`src/rtl/fifo_pkg.sv`:
```
// Definitions shared by the nibble FIFO, its port arbiter and the read-side word packer.
package fifo_pkg;

  localparam int DEF_BUS_WIDTH = 4;

  // Width of a counter that must reach n inclusive.
  function automatic int cnt_w(input int n);
    return $clog2(n + 1);
  endfunction

endpackage

```
`src/rtl/fifo_word_packer_nibble_shreg.sv`:
```
// Indexed-write accumulator that holds the leading entries of a word until its last entry arrives.
module nibble_shreg #(
  parameter int BUS_WIDTH = 4,
  parameter int ENTRIES   = 3,
  parameter int IDX_W     = 3
) (
  input  logic                         clk,
  input  logic                         rst,
  input  logic                         clear,
  input  logic                         wr_en,
  input  logic [IDX_W-1:0]             wr_idx,
  input  logic [BUS_WIDTH-1:0]         wr_data,
  output logic [ENTRIES*BUS_WIDTH-1:0] data
);

  always_ff @(posedge clk or posedge rst) begin
    if (rst) begin
      data <= '0;
    end else if (clear) begin
      data <= '0;
    end else if (wr_en) begin
      for (int k = 0; k < ENTRIES; k++) begin
        if (wr_idx == IDX_W'(k)) data[k*BUS_WIDTH +: BUS_WIDTH] <= wr_data;
      end
    end
  end

endmodule

```
`src/rtl/fifo_word_packer.sv`:
```
// Pops BUS_WIDTH-bit FIFO entries and packs NIBBLES of them into one word behind a valid/ready slice.
// The first popped entry lands in the least-significant bits of the output word.
module fifo_word_packer
  import fifo_pkg::*;
#(
  parameter int BUS_WIDTH = DEF_BUS_WIDTH,
  parameter int NIBBLES   = 4
) (
  input  logic                           clk,
  input  logic                           rst,
  input  logic                           fifo_empty,
  input  logic [BUS_WIDTH-1:0]           fifo_dout,
  input  logic                           fifo_rd_gnt,
  output logic                           fifo_rd_req,
  output logic                           fifo_wnr,
  input  logic                           flush,
  output logic [BUS_WIDTH*NIBBLES-1:0]   out_data,
  output logic                           out_valid,
  input  logic                           out_ready,
  output logic [cnt_w(NIBBLES)-1:0]      partial_cnt
);

  localparam int OUT_WIDTH = BUS_WIDTH * NIBBLES;
  localparam int CNT_W     = cnt_w(NIBBLES);
  localparam int SHREG_W   = (NIBBLES - 1) * BUS_WIDTH;

  logic               pend;
  logic               drop;
  logic [CNT_W:0]     occ;
  logic               slot_free;
  logic               pop_fire;
  logic               keep;
  logic               complete;
  logic [SHREG_W-1:0] shreg;

  // The last entry of a word may only be requested once the output slot is known to be free.
  always_comb begin
    occ         = {1'b0, partial_cnt} + (CNT_W + 1)'(pend);
    slot_free   = !out_valid || out_ready;
    fifo_rd_req = !rst && !fifo_empty && !flush
                  && (occ < (CNT_W + 1)'(NIBBLES))
                  && ((occ < (CNT_W + 1)'(NIBBLES - 1)) || slot_free);
    pop_fire    = fifo_rd_req && fifo_rd_gnt;
    keep        = pend && !drop && !flush;
    complete    = keep && (partial_cnt == CNT_W'(NIBBLES - 1));
  end

  assign fifo_wnr = 1'b0;

  // A flush discards the entry being captured on the same edge; drop covers any later in-flight entry.
  always_ff @(posedge clk or posedge rst) begin
    if (rst) begin
      pend        <= 1'b0;
      drop        <= 1'b0;
      partial_cnt <= '0;
      out_valid   <= 1'b0;
      out_data    <= '0;
    end else begin
      pend <= pop_fire;
      if (flush) drop <= pop_fire;
      else if (pend) drop <= 1'b0;

      if (flush || complete) partial_cnt <= '0;
      else if (keep) partial_cnt <= partial_cnt + CNT_W'(1);

      if (complete) begin
        out_data  <= {fifo_dout, shreg};
        out_valid <= 1'b1;
      end else if (out_ready) begin
        out_valid <= 1'b0;
      end
    end
  end

  nibble_shreg #(
    .BUS_WIDTH (BUS_WIDTH),
    .ENTRIES   (NIBBLES - 1),
    .IDX_W     (CNT_W)
  ) u_shreg (
    .clk     (clk),
    .rst     (rst),
    .clear   (flush || complete),
    .wr_en   (keep),
    .wr_idx  (partial_cnt),
    .wr_data (fifo_dout),
    .data    (shreg)
  );

endmodule

```
`config.mk`:
```
export PLATFORM = sky130hd
export DESIGN_NAME = fifo_word_packer
export DESIGN_NICKNAME = d
export VERILOG_FILES = /design/src/rtl/fifo_pkg.sv /design/src/rtl/fifo_word_packer_nibble_shreg.sv /design/src/rtl/fifo_word_packer.sv
export SDC_FILE = /design/constraint.sdc
export NUM_CORES = 1
export LEC_CHECK = 0
export ABC_CLOCK_PERIOD_IN_PS = 5500
export BUFFER_PORTS_ARGS = -buffer_cell sky130_fd_sc_hd__buf_2
export CAP_MARGIN = 0
export CORE_MARGIN = 2
export CORE_UTILIZATION = 35
export CTS_CLUSTER_SIZE = 10
export DETAILED_ROUTE_END_ITERATION = 6
export GPL_TIMING_DRIVEN = 0
export PLACE_DENSITY = 0.59
export SLEW_MARGIN = 20
export SYNTH_ARGS = -nofsm -noshare
export SYNTH_HDL_FRONTEND = slang
export SYNTH_HIERARCHICAL = 1
export SYNTH_SLANG_ARGS = --single-unit
```
`constraint.sdc`:
```
create_clock -name clk -period 5.5 [get_ports clk]
set_input_delay 1.375 -clock clk [delete_from_list [all_inputs] [get_ports clk]]
set_output_delay 1.375 -clock clk [all_outputs]
set_load 0.01 [all_outputs]
```
==> flow_summary.toml <==
[cts]
post_cts_resized = 0
clkTransAtPathRegs_ns = 0.07
cts_made_buffers = 5
clock-sinks = 34
tritoncts = "built"
postCtsHoldBufs = 0
post_cts_buffers = 0
root_buffer = "clkbuf_8"
htreeDepth = 2
clk_latency_ns = 0.28
clock_path_buffers = 2

[final_layout]
drive_gt1_share_pct = 40.8
layout_commonest_cell = "dfrtp_1"
instances_no_fill = 209
diodes = 0
syn2layout_area_growth_pct = 19.2
fin_nets = 170
final_cell_mix = "dfrtp_1, buf_2, nand2b_1"

[place]
dp_slack_ns = 1.80
place_inst = 201
gp_congestion = 0.713
dp_hpwl_um = 2200
io_buffers = 30

[sta]
setup_viol = 0
worst_pin_slew_ns = 0.849
fin_crit_sh_pct = 67.1
fin_crit_ns = 3.69
worst_hold_slack_ns = 0.493
rsz0062_at_grt = "no"
fmax_mhz = 271
setup_ws_ns = 1.81
report.final.slew_viol_count = 0
slew_headroom_pct = 43.3
finalHoldViolCount = 0
timing.setup.tns_ns = 0
fin_skew_ns = 0.00185

[detailed_routing]
drt_wl_total_um = 3010
viasPerCell = 4.85
drtIter0Drc = 29
firstDrtPassIters = 4
wl_per_cell_um = 14.4
final_antenna_net_count = 0
drc = 0
num_vias = 1013

[critical_path]
cp-end-kind = "primary output"
startpoint_type = "primary input"
crit_required_ns = 4.12
crit_fanout = 7
crit_type = "primary input to primary output"
arrival_ns = 2.32

[job]
drv_cap = 0

[synthesis]
ys_types = 27
synth_area_per_cell_um2 = 13.6
netlist.area_leader.share_pct = 52.8
syn_area_um2 = 1610
synth_cells = 119
synth_top_area_cell = "dfrtp_1"
yosysWarnings = 6
synth_nets = 133
synth.yosys.seq_area_share_pct = 52.8
ys_ff_latch = 34
synth_area_leaders = "dfrtp_1, mux2i_1, mux2_4"

[global_routing]
grt_overflow = 0
grt_pass1_wl_um = 5200
track_usage_pct = 13.2
grt_max_degree = 23
grt_antenna_before_repair = 0
grt_pass1_vias = 1102

[die]
core_um2 = 4380
die_y_um = 71.9
rows = 24
io_pins = 32
die_w_um = 71.9
dieArea_um2 = 5170
start_util_pct = 36.8

[power_and_ir_drop]
power.density_nw_per_um2 = 240
finalPower_mw = 0.462
vdd_drop_max_v = 0.000101
p_leak_nw = 1.03

[outcome]
status = "completed"

[hold_path]
hold_class = "register to register"
final timing paths:
check,start,end,slack [ns],depth (start not counted)
worst max-delay path,flush,fifo_rd_req,1.81,5
worst min-delay path,pend$_DFF_PP0_,drop$_DFFE_PP0P_,0.49,1
worst max register to register,partial_cnt[0]$_DFFE_PP0P_,u_shreg/data[10]$_DFFE_PP0P_,3.18,9
worst min register to register,pend$_DFF_PP0_,drop$_DFFE_PP0P_,0.49,1
max in group asynchronous,rst,out_data[10]$_DFFE_PP0P_,3.70,2
min in group asynchronous,rst,u_shreg/data[9]$_DFFE_PP0P_,1.12,2
power breakdown:
group          internal (mW)  total [mW]  leakage, nW  switching, mW
Sequential             0.251       0.252        0.475        0.00123
Clock                  0.100       0.189       0.0472         0.0881
Combinational        0.00835      0.0209        0.509         0.0126
Yosys cell counts:
| cell type | count |
|---|---|
| ha_1 | 4 |
| mux2_2 | 8 |
| and2_4 | 1 |
| buf_6 | 2 |
| a21oi_1 | 2 |
| a21boi_0 | 1 |
| clkbuf_1 | 1 |
| or4b_4 | 1 |
| nor2_1 | 6 |
| nor2b_1 | 1 |
| dfrtp_1 | 34 |
| nand4bb_1 | 2 |
| conb_1 | 1 |
| nor3b_1 | 2 |
| a41o_1 | 1 |
| and4bb_2 | 2 |
| nand3b_1 | 1 |
| mux2i_1 | 14 |
| buf_4 | 1 |
| mux2_4 | 8 |
| or2_1 | 1 |
| buf_12 | 1 |
| nand2b_1 | 17 |
| inv_1 | 4 |
| nor3b_2 | 1 |
| or3_1 | 1 |
| a21o_2 | 1 |
state kept, by name (all words and copies together) (netlist names):
name / count
pend: 1
u_shreg/data: 12
out_valid: 1
partial_cnt: 3
out_data: 16
drop: 1
stage by stage:
stage | utilization, % | cell area, µm²
2_1_floorplan | - | 1610
3_3_place_gp | 41.7 | 1830
3_5_place_dp | 41.7 | 1830
4_1_cts | 43.9 | 1920
5_1_grt | 43.9 | 1920
6_report | 43.9 | 1920
area by class of cell:
type	count	area, µm²
Multi-Input combinational cell	76	693
Clock inverter	2	12.5
Fill cell	420	2460
Tap cell	52	65.1
Clock buffer	6	82.6
Timing Repair Buffer	30	150
Inverter	4	15.0
Sequential cell	34	851
Buffer	5	53.8
cells by family after synthesis:
family / after synthesis / share of synthesized area [%]
AO/OA/AOI/OAI: 5 / 2.25
adder cells (fa/ha/maj): 4 / 3.10
buffers and inverters: 9 / 4.27
flip-flops: 34 / 52.8
multiplexers: 30 / 21.7
other: 1 / 0.233
AND/OR/NAND/NOR: 36 / 15.7
critical path, cell delays in order:
cell,delay [ns]
buf_2,0.14
or3_1,0.37
a41o_1,0.22
nor2_1,0.08
buf_2,0.13
layer usage:
layer	track usage, %	share of wire [%]
met5	0	0
met3	4.78	5.9
met2	21.5	47
met1	16.8	46
met4	3.14	1.3
Power figures use the tool's default switching activity.
